[src/rtl/cdb_arbiter_if.sv]
// FU completion handshake and common-data-bus broadcast signals for cdb_arbiter.
interface cdb_arbiter_if #(
    parameter int unsigned NUM_FU    = 4,
    parameter int unsigned NUM_LANES = 2,
    parameter int unsigned TAG_W     = 6,
    parameter int unsigned DATA_W    = 64,
    parameter int unsigned BR_IDX_W  = 3
);
    logic                          flush;
    logic [NUM_FU-1:0]             fu_valid;
    logic [NUM_FU*TAG_W-1:0]       fu_tag;
    logic [NUM_FU*DATA_W-1:0]      fu_result;
    logic [NUM_FU-1:0]             fu_br;
    logic [NUM_FU*BR_IDX_W-1:0]    fu_br_idx;
    logic [NUM_FU-1:0]             fu_take_branch;
    logic [NUM_FU-1:0]             fu_ready;
    logic [NUM_LANES-1:0]          cdb_en;
    logic [NUM_LANES*TAG_W-1:0]    cdb_tag;
    logic [NUM_LANES*DATA_W-1:0]   cdb_result;
    logic                          cdb_br_valid;
    logic [BR_IDX_W-1:0]           cdb_br_idx;
    logic                          cdb_take_branch;
    logic [DATA_W-1:0]             cdb_br_target;

    modport master (
        output flush, fu_valid, fu_tag, fu_result, fu_br, fu_br_idx, fu_take_branch,
        input  fu_ready, cdb_en, cdb_tag, cdb_result,
               cdb_br_valid, cdb_br_idx, cdb_take_branch, cdb_br_target
    );

    modport slave (
        input  flush, fu_valid, fu_tag, fu_result, fu_br, fu_br_idx, fu_take_branch,
        output fu_ready, cdb_en, cdb_tag, cdb_result,
               cdb_br_valid, cdb_br_idx, cdb_take_branch, cdb_br_target
    );
endinterface

[src/rtl/cdb_arbiter.sv]
// Buffers one completion per functional unit and grants CDB lanes with rotating
// priority; at most one branch resolves on the bus per cycle.
module cdb_arbiter #(
    parameter int unsigned NUM_FU    = 4,
    parameter int unsigned NUM_LANES = 2,
    parameter int unsigned TAG_W     = 6,
    parameter int unsigned DATA_W    = 64,
    parameter int unsigned BR_IDX_W  = 3
) (
    input logic         clock,
    input logic         reset,
    cdb_arbiter_if.slave bus
);
    localparam int unsigned PTR_W = (NUM_FU > 1) ? $clog2(NUM_FU) : 1;

    typedef struct packed {
        logic [TAG_W-1:0]    tag;
        logic [DATA_W-1:0]   result;
        logic                br;
        logic [BR_IDX_W-1:0] br_idx;
        logic                take;
    } entry_t;

    entry_t            slot_q [NUM_FU];
    logic [NUM_FU-1:0] slot_valid_q;
    logic [PTR_W-1:0]  rr_ptr_q;

    logic [NUM_FU-1:0]    grant;
    logic [NUM_LANES-1:0] lane_en;
    logic [PTR_W-1:0]     lane_sel [NUM_LANES];
    logic                 br_grant;
    logic [PTR_W-1:0]     br_sel;
    logic [PTR_W-1:0]     rr_ptr_next;
    logic [PTR_W-1:0]     scan_idx;
    int                   used;

    // Rotating scan from rr_ptr; a second branch in scan order is skipped so
    // the single branch-resolution port is never oversubscribed.
    always_comb begin
        grant       = '0;
        lane_en     = '0;
        br_grant    = 1'b0;
        br_sel      = '0;
        rr_ptr_next = rr_ptr_q;
        scan_idx    = '0;
        used        = 0;
        for (int l = 0; l < int'(NUM_LANES); l++) lane_sel[l] = '0;
        for (int k = 0; k < int'(NUM_FU); k++) begin
            scan_idx = PTR_W'((int'(rr_ptr_q) + k) % int'(NUM_FU));
            if (slot_valid_q[scan_idx] && (used < int'(NUM_LANES)) &&
                !(slot_q[scan_idx].br && br_grant)) begin
                grant[scan_idx] = 1'b1;
                for (int l = 0; l < int'(NUM_LANES); l++) begin
                    if (l == used) begin
                        lane_en[l]  = 1'b1;
                        lane_sel[l] = scan_idx;
                    end
                end
                if (slot_q[scan_idx].br) begin
                    br_grant = 1'b1;
                    br_sel   = scan_idx;
                end
                rr_ptr_next = PTR_W'((int'(scan_idx) + 1) % int'(NUM_FU));
                used        = used + 1;
            end
        end
    end

    // A slot that is being broadcast this cycle can take a new entry without a bubble.
    always_comb begin
        bus.fu_ready = '0;
        for (int i = 0; i < int'(NUM_FU); i++)
            bus.fu_ready[i] = !bus.flush && (!slot_valid_q[i] || grant[i]);
    end

    always_ff @(posedge clock) begin
        if (reset) begin
            slot_valid_q        <= '0;
            rr_ptr_q            <= '0;
            for (int i = 0; i < int'(NUM_FU); i++) slot_q[i] <= '0;
            bus.cdb_en          <= '0;
            bus.cdb_tag         <= '0;
            bus.cdb_result      <= '0;
            bus.cdb_br_valid    <= 1'b0;
            bus.cdb_br_idx      <= '0;
            bus.cdb_take_branch <= 1'b0;
            bus.cdb_br_target   <= '0;
        end else if (bus.flush) begin
            // Squash: pending completions are dropped, rotation state survives.
            slot_valid_q        <= '0;
            bus.cdb_en          <= '0;
            bus.cdb_tag         <= '0;
            bus.cdb_result      <= '0;
            bus.cdb_br_valid    <= 1'b0;
            bus.cdb_br_idx      <= '0;
            bus.cdb_take_branch <= 1'b0;
            bus.cdb_br_target   <= '0;
        end else begin
            rr_ptr_q <= rr_ptr_next;
            for (int l = 0; l < int'(NUM_LANES); l++) begin
                bus.cdb_en[l] <= lane_en[l];
                bus.cdb_tag[l*TAG_W +: TAG_W] <=
                    lane_en[l] ? slot_q[lane_sel[l]].tag : TAG_W'(0);
                bus.cdb_result[l*DATA_W +: DATA_W] <=
                    lane_en[l] ? slot_q[lane_sel[l]].result : DATA_W'(0);
            end
            bus.cdb_br_valid    <= br_grant;
            bus.cdb_br_idx      <= br_grant ? slot_q[br_sel].br_idx : BR_IDX_W'(0);
            bus.cdb_take_branch <= br_grant && slot_q[br_sel].take;
            bus.cdb_br_target   <= br_grant ? slot_q[br_sel].result : DATA_W'(0);
            for (int i = 0; i < int'(NUM_FU); i++) begin
                if (bus.fu_valid[i] && bus.fu_ready[i]) begin
                    slot_valid_q[i]  <= 1'b1;
                    slot_q[i].tag    <= bus.fu_tag[i*TAG_W +: TAG_W];
                    slot_q[i].result <= bus.fu_result[i*DATA_W +: DATA_W];
                    slot_q[i].br     <= bus.fu_br[i];
                    slot_q[i].br_idx <= bus.fu_br_idx[i*BR_IDX_W +: BR_IDX_W];
                    slot_q[i].take   <= bus.fu_take_branch[i];
                end else if (grant[i]) begin
                    slot_valid_q[i] <= 1'b0;
                end
            end
        end
    end
endmodule

[src/flat_wrapper.sv]
// flat-port wrapper written by rule: the top's interface ports become plain ports
module cdb_arbiter_flat 
#(
    parameter int unsigned NUM_FU    = 4,
    parameter int unsigned NUM_LANES = 2,
    parameter int unsigned TAG_W     = 6,
    parameter int unsigned DATA_W    = 64,
    parameter int unsigned BR_IDX_W  = 3
)
  (clock, reset, bus_flush, bus_fu_valid, bus_fu_tag, bus_fu_result, bus_fu_br, bus_fu_br_idx, bus_fu_take_branch, bus_fu_ready, bus_cdb_en, bus_cdb_tag, bus_cdb_result, bus_cdb_br_valid, bus_cdb_br_idx, bus_cdb_take_branch, bus_cdb_br_target);
  cdb_arbiter_if #(.NUM_FU(NUM_FU), .NUM_LANES(NUM_LANES), .TAG_W(TAG_W), .DATA_W(DATA_W), .BR_IDX_W(BR_IDX_W)) bus_i ();
  input logic clock;
  input logic reset;
  input wire logic [$bits(bus_i.flush)-1:0] bus_flush;
  input wire logic [$bits(bus_i.fu_valid)-1:0] bus_fu_valid;
  input wire logic [$bits(bus_i.fu_tag)-1:0] bus_fu_tag;
  input wire logic [$bits(bus_i.fu_result)-1:0] bus_fu_result;
  input wire logic [$bits(bus_i.fu_br)-1:0] bus_fu_br;
  input wire logic [$bits(bus_i.fu_br_idx)-1:0] bus_fu_br_idx;
  input wire logic [$bits(bus_i.fu_take_branch)-1:0] bus_fu_take_branch;
  output wire logic [$bits(bus_i.fu_ready)-1:0] bus_fu_ready;
  output wire logic [$bits(bus_i.cdb_en)-1:0] bus_cdb_en;
  output wire logic [$bits(bus_i.cdb_tag)-1:0] bus_cdb_tag;
  output wire logic [$bits(bus_i.cdb_result)-1:0] bus_cdb_result;
  output wire logic [$bits(bus_i.cdb_br_valid)-1:0] bus_cdb_br_valid;
  output wire logic [$bits(bus_i.cdb_br_idx)-1:0] bus_cdb_br_idx;
  output wire logic [$bits(bus_i.cdb_take_branch)-1:0] bus_cdb_take_branch;
  output wire logic [$bits(bus_i.cdb_br_target)-1:0] bus_cdb_br_target;
  assign bus_i.flush = bus_flush;
  assign bus_i.fu_valid = bus_fu_valid;
  assign bus_i.fu_tag = bus_fu_tag;
  assign bus_i.fu_result = bus_fu_result;
  assign bus_i.fu_br = bus_fu_br;
  assign bus_i.fu_br_idx = bus_fu_br_idx;
  assign bus_i.fu_take_branch = bus_fu_take_branch;
  assign bus_fu_ready = bus_i.fu_ready;
  assign bus_cdb_en = bus_i.cdb_en;
  assign bus_cdb_tag = bus_i.cdb_tag;
  assign bus_cdb_result = bus_i.cdb_result;
  assign bus_cdb_br_valid = bus_i.cdb_br_valid;
  assign bus_cdb_br_idx = bus_i.cdb_br_idx;
  assign bus_cdb_take_branch = bus_i.cdb_take_branch;
  assign bus_cdb_br_target = bus_i.cdb_br_target;
  cdb_arbiter #(.NUM_FU(NUM_FU), .NUM_LANES(NUM_LANES), .TAG_W(TAG_W), .DATA_W(DATA_W), .BR_IDX_W(BR_IDX_W)) u_core (.clock(clock), .reset(reset), .bus(bus_i));
endmodule
[config.mk]
export PLATFORM = sky130hd
export DESIGN_NAME = cdb_arbiter_flat
export DESIGN_NICKNAME = d
export VERILOG_FILES = /design/src/rtl/cdb_arbiter_if.sv /design/src/rtl/cdb_arbiter.sv /design/src/flat_wrapper.sv
export SDC_FILE = /design/constraint.sdc
export NUM_CORES = 1
export LEC_CHECK = 0
export CORE_ASPECT_RATIO = 1.1
export CORE_MARGIN = 10
export CORE_UTILIZATION = 45
export DETAILED_ROUTE_END_ITERATION = 8
export PLACE_DENSITY_LB_ADDON = 0.1
export SLEW_MARGIN = 0
export SYNTH_ARGS = -nofsm -noshare
export SYNTH_HDL_FRONTEND = slang
export SYNTH_SLANG_ARGS = --single-unit
[constraint.sdc]
create_clock -name clock -period 9.9 [get_ports clock]
set_clock_uncertainty 0.05 [all_clocks]
set_input_delay 1.485 -clock clock [delete_from_list [all_inputs] [get_ports clock]]
set_output_delay 1.485 -clock clock [all_outputs]
set_load 0.02 [all_outputs]
==> results of run 1 <==
[state kept, by name, summed over array words and instances (netlist names), named ones only]
name and count:
u_core.slot_q 300, u_core.bus.cdb_br_idx 3, u_core.slot_valid_q 4, u_core.bus.cdb_tag 12, u_core.bus.cdb_en 2, u_core.bus.cdb_result 128
u_core.rr_ptr_q 2, u_core.bus.cdb_take_branch 1, u_core.bus.cdb_br_valid 1, u_core.bus.cdb_br_target 64
[worst max-delay path: stages, from the launching register on]
cell	delay (ns)
dfxtp_1	0.60
inv_1	0.19
ha_1	0.53
mux4_2	0.71
and2_1	0.31
ha_1	0.33
nand2b_1	0.24
a21oi_1	0.44
a221o_1	0.24
a21oi_1	0.09
nor2_1	0.24
clkdlybuf4s50_1	0.68
[layer usage]
| metal | vias up | global-route usage | share of wire |
|---|---|---|---|
| li1 | 8262 | - | - |
| met1 | 9126 | 0.314 | 0.38 |
| met2 | 829 | 0.461 | 0.50 |
| met3 | 193 | 0.0662 | 0.080 |
| met4 | 14 | 0.121 | 0.040 |
| met5 | - | 0 | 0.0011 |
[logic make-up after synthesis]
group | count (synthesis) | share of synthesized area
adders and majority gates | 7 | 0.00372
DFF | 519 | 0.569
AOI/OAI and AO/OA | 401 | 0.115
xor gates and xnor gates | 3 | 0.00112
buffers and inverters | 168 | 0.0375
muxes | 292 | 0.133
and+or+nand+nor | 656 | 0.141
[layout make-up]
type                       count  area (µm²)  share of cell area
tap                          667         835              0.0270
multi-input combinational   1359        9400               0.304
clock inverter                19         133             0.00428
inverter                       8        30.0            0.000970
sequential                   519       13400               0.433
antenna                       14        35.0             0.00113
timing repair buffer         550        5450               0.176
clock buffer                  84        1680              0.0542
[report_power, final]
group | internal (mW) | switching [mW]
clock network | 1.19 | 0.866
logic | 0.829 | 1.20
registers | 2.46 | 0.101
total | 4.47 | 2.16
[metrics by stage]
| stage | power, mW | hold slack [ns] | utilization | std cells |
|---|---|---|---|---|
| floorplan | 4.01 | 0.447 | - | 2046 |
| global placement | 4.58 | 0.472 | 0.565 | 3103 |
| detailed placement | 4.61 | 0.478 | 0.565 | 3103 |
| CTS | 6.65 | 0.488 | 0.600 | 3206 |
| global route | 6.88 | 0.523 | 0.601 | 3219 |
| finish | 6.64 | 0.486 | 0.601 | 3220 |
[placed cells by master, fill, tap and decap left out, drive strengths merged, types with 70 or more instances in the layout]
cell type / Yosys / routed
edfxtp: 300 / 300
nand2: 233 / 233
clkbuf: 91 / 84
mux2i: 213 / 213
dfxtp: 219 / 219
a21oi: 146 / 146
and2: 302 / 302
nor2: 99 / 99
o22ai: 70 / 70
clkdlybuf4s50: 0 / 521
mux2: 71 / 71
a31o: 71 / 71
a211oi: 71 / 71
[final timing paths]
path                                     to                 start  cells after the start
setup / recovery            bus_fu_ready[0]    u_core.rr_ptr_q[1]                     11
hold / removal        u_core.bus.cdb_tag[9]  u_core.slot_q[1][72]                      2
setup reg to reg  u_core.bus.cdb_result[76]    u_core.rr_ptr_q[1]                     13
hold reg to reg       u_core.bus.cdb_tag[9]  u_core.slot_q[1][72]                      2
==> impl_metrics.py, run 1 <==
metrics = {
    "run_status": {
        "status": "finished, final reports clean",
    },
    "setup_path": {
        "start_kind": "flop",
        "crit_path_max_fanout": 11,
        "critPathKind": "flop to output port",
        "required_ns": 8.37,
        "rrSetupSlack_ns": 3.75,
        "endpoint_kind": "output port",
        "arrival_ns": 5.22,
    },
    "timing": {
        "fin_crit_ns": 6.76,
        "setup_ws_ns": 3.14,
        "period_share": 0.682,
        "worst_pin_slew_ns": 1.17,
        "hold_violations": 0,
        "finalSetupTns_ns": 0,
        "max_freq_mhz": 148,
        "relSlewSlack": 0.219,
        "slew_violations": 0,
        "rsz0062_at_grt": "false",
        "setup_viol": 0,
    },
    "placement": {
        "io_buffers": 521,
        "placed_area_mm2": 0.0291,
        "pre_cts_ws_ns": 3.79,
        "place_congestion": 0.865,
        "place_hpwl_mm": 55.7,
    },
    "grt": {
        "track_usage": 0.269,
        "antenna_found_initial": 22,
        "grt_pass1_wl_mm": 125,
        "overflow": 0,
        "grt_max_degree": 113,
        "grt_pass1_vias": 19100,
    },
    "power_and_ir_drop": {
        "power.density_mw_per_mm2": 214,
        "p_leak_nw": 12.2,
        "ir_worst_vdd_mv": 0.232,
    },
    "final_layout": {
        "fillerInstances": 4260,
        "final_area_mm2": 0.0310,
        "drive_above_1_share": 0.107,
        "nets": 2807,
        "areaGrowthSynthToFinish_pct": 31.4,
    },
    "clocking": {
        "clkTransAtPathRegs_ns": 0.06,
        "cts_inserted_buffers": 55,
        "ctsResizeCount": 0,
        "htreeDepth": 2,
        "cts_tree": "done",
        "cts.sinks": 519,
        "cts_hold_buffers": 0,
        "clock_latency_ns": 0.61,
        "clockBufferDepth": 3,
        "cts-root-buf": "clkbuf_16",
        "post-cts-setup-buffer-count": 0,
    },
    "floorplan": {
        "die-area_mm2": 0.0619,
        "ios": 522,
        "core_area_mm2": 0.0515,
        "die_w_um": 238,
        "rows": 87,
        "initial_core_util": 0.457,
        "dieHeight_um": 260,
    },
    "route": {
        "drcViolationCount": 0,
        "vias": 18400,
        "antenna_left": 0,
        "drt_iter0_markers": 1309,
        "wirelength_mm": 86.4,
        "vias_per_cell": 5.72,
        "routedWlPerCell_um": 26.8,
        "dr.pass1.iters": 6,
    },
    "logic_synthesis": {
        "syn-cell-area_mm2": 0.0235,
        "ys.warnings.count": 0,
        "ys.flop_type": "edfxtp_1",
        "syn_nets": 2360,
        "yosysUniqueCellTypes": 66,
        "avgSynthCellArea_um2": 11.5,
        "ys_seq_elements": 519,
        "synth_largest_area_cell": "edfxtp_1",
        "synth.top_cells.by_count": "and2_1, edfxtp_1, nand2_1",
        "synth_edf_count": 300,
        "synth_cells": 2046,
        "synth_area_leaders": "edfxtp_1, dfxtp_1, mux2i_1",
        "seq_area_frac_synth": 0.569,
        "netlist.area_leader.share": 0.383,
        "synth_most_common_cell": "and2_1",
        "ys_async_sr_fraction": 0,
    },
    "worst_hold_path": {
        "hp-class": "flop to flop",
    },
    "flow_run": {
        "maxCapViolCount": 0,
    },
}
Power figures use the tool's default switching activity.
==> run 2: changes to the inputs <==
- clock period: 9.9 -> 6.9 ns (I/O delays scaled with it)
==> run 2 against run 1 <==
Compared with the run above:
- routed wire length down 0.62%
- non-clock buffer count up 20
- critical path depth unchanged
- flip-flop and latch count unchanged
- cell count up 0.65%
- first-iteration DRC count down 3.1%
- worst setup slack worse by 2.6 ns
- clock power up 39%
- register-to-register slack worse by 2.3 ns
- via count about the same
- critical endpoint unchanged
- largest power group unchanged
==> impl_metrics.py, run 2 (same netlist as run 1, synthesis figures left out) <==
metrics = {
    "power_and_ir_drop": {
        "p_switching_mw": 3.10,
        "p_int_mw": 6.40,
        "switching_share": 0.326,
        "p_leak_nw": 12.3,
        "power.density_mw_per_mm2": 305,
        "seqPwrFrac": 0.386,
        "comb_power_share": 0.313,
        "p_clk_frac": 0.301,
        "ir_worst_vdd_mv": 0.244,
    },
    "timing": {
        "fin_crit_ns": 6.33,
        "worst_pin_slew_ns": 1.02,
        "max_freq_mhz": 158,
        "period_share": 0.917,
        "rsz0062_at_grt": "false",
        "setup_viol": 0,
        "slew_violations": 0,
        "relSlewSlack": 0.316,
        "hold_violations": 0,
        "finalSetupTns_ns": 0,
    },
    "setup_path": {
        "crit_path_max_fanout": 11,
        "start_kind": "flop",
        "critPathKind": "flop to output port",
        "endpoint_kind": "output port",
        "arrival_ns": 5.24,
        "required_ns": 5.81,
    },
    "clocking": {
        "clockBufferDepth": 3,
        "clock_latency_ns": 0.61,
        "clkTransAtPathRegs_ns": 0.06,
        "cts.sinks": 519,
        "post-cts-setup-buffer-count": 0,
        "cts-root-buf": "clkbuf_16",
        "cts_tree": "done",
        "htreeDepth": 2,
        "cts_hold_buffers": 0,
        "cts_inserted_buffers": 55,
        "ctsResizeCount": 0,
    },
    "floorplan": {
        "rows": 87,
        "ios": 522,
        "die_w_um": 238,
        "die-area_mm2": 0.0619,
        "dieHeight_um": 260,
        "initial_core_util": 0.457,
        "core_area_mm2": 0.0515,
    },
    "grt": {
        "grt_pass1_vias": 19100,
        "grt_pass1_wl_mm": 123,
        "overflow": 0,
        "antenna_found_initial": 24,
        "track_usage": 0.266,
        "grt_max_degree": 91,
    },
    "route": {
        "dr.pass1.iters": 7,
        "vias": 18400,
        "wirelength_mm": 85.8,
        "antenna_left": 0,
        "routedWlPerCell_um": 26.5,
        "drt_iter0_markers": 1269,
        "drcViolationCount": 0,
        "vias_per_cell": 5.69,
    },
    "run_status": {
        "status": "finished, final reports clean",
    },
    "final_layout": {
        "seqCellArea_mm2": 0.0134,
        "multiInputGateArea_mm2": 0.00940,
        "reg_top3": "u_core.slot_q: 300 flops, u_core.bus.cdb_result: 128 flops, u_core.bus.cdb_br_target: 64 flops",
        "nets": 2827,
        "layout_commonest_cell": "clkdlybuf4s50_1",
        "final_cell_mix": "clkdlybuf4s50_1, and2_1, edfxtp_1",
        "final_area_mm2": 0.0312,
        "regMostFlops": "u_core.slot_q",
        "areaGrowthSynthToFinish_pct": 32.4,
        "fillerInstances": 4193,
        "drive_above_1_share": 0.112,
        "largest_reg_flops": 300,
    },
    "placement": {
        "place_congestion": 0.849,
        "io_buffers": 521,
        "place_hpwl_mm": 57.2,
        "placed_area_mm2": 0.0294,
    },
    "worst_hold_path": {
        "hp-class": "flop to flop",
    },
    "flow_run": {
        "maxCapViolCount": 0,
    },
}
run 2: cell count changes in the layout (fill, tap and decap cells not counted), sizes merged:
cell / delta
bufinv: +1
diode: +1
inv: +2
clkinvlp: -1
clkbuf: -2
buf: +20
run 2: routing by layer:
| metal | share of wire | routed length [µm] | global-route usage |
|---|---|---|---|
| met1 | 0.39 | 33200 | 0.313 |
| met2 | 0.50 | 43200 | 0.460 |
| met3 | 0.078 | 6710 | 0.0644 |
| met4 | 0.030 | 2590 | 0.109 |
| met5 | 0.0012 | 104 | 0 |
run 2: area by class of cell:
class                   instances  area share
flip-flops and latches        519       0.430
multi-input cells            1359       0.302
repair buffers                570       0.184
clock buffers                  82      0.0497
well taps                     667      0.0268
clock inverters                21     0.00566
diodes                         15     0.00120
inverters                       8    0.000963
run 2: path summary, 6_finish.rpt:
kind                             start                   endpoint  slack, ns  depth (start not counted)
setup / recovery    u_core.rr_ptr_q[1]            bus_fu_ready[0]       0.57                         11
hold / removal    u_core.slot_q[1][71]      u_core.bus.cdb_tag[8]       0.49                          2
setup reg to reg    u_core.rr_ptr_q[1]  u_core.bus.cdb_result[95]       1.49                         13
hold reg to reg   u_core.slot_q[1][71]      u_core.bus.cdb_tag[8]       0.49                          2
run 2: power groups by stage:
stage,Combinational [mW],Sequential (mW),Clock (mW)
after floorplan,1.93,3.81,0
after global placement,2.92,3.72,0
after detailed placement,2.95,3.72,0
after CTS,2.96,3.66,2.89
after global routing,3.13,3.69,3.02
final,2.97,3.67,2.86
run 2: worst max-delay path, stage by stage (launching register included):
cell and delay [ns]:
dfxtp_1 0.60, inv_1 0.20, ha_1 0.55, mux4_2 0.72, and2_1 0.32, ha_1 0.33, nor2b_1 0.30, o21ai_2 0.19
a31oi_4 0.29, a21oi_1 0.22, nor2_1 0.26, clkdlybuf4s50_1 0.67
run 2: stage by stage:
step	total power [mW]	hold WS (ns)	std cells	utilization	setup WS, ns
after global placement	6.64	0.471	3123	0.571	1.29
after floorplan	5.74	0.447	2046	-	0.630
after CTS	9.52	0.490	3226	0.605	0.557
final	9.49	0.492	3241	0.605	0.574
after global routing	9.84	0.537	3240	0.605	0.258
after detailed placement	6.67	0.477	3123	0.571	1.23
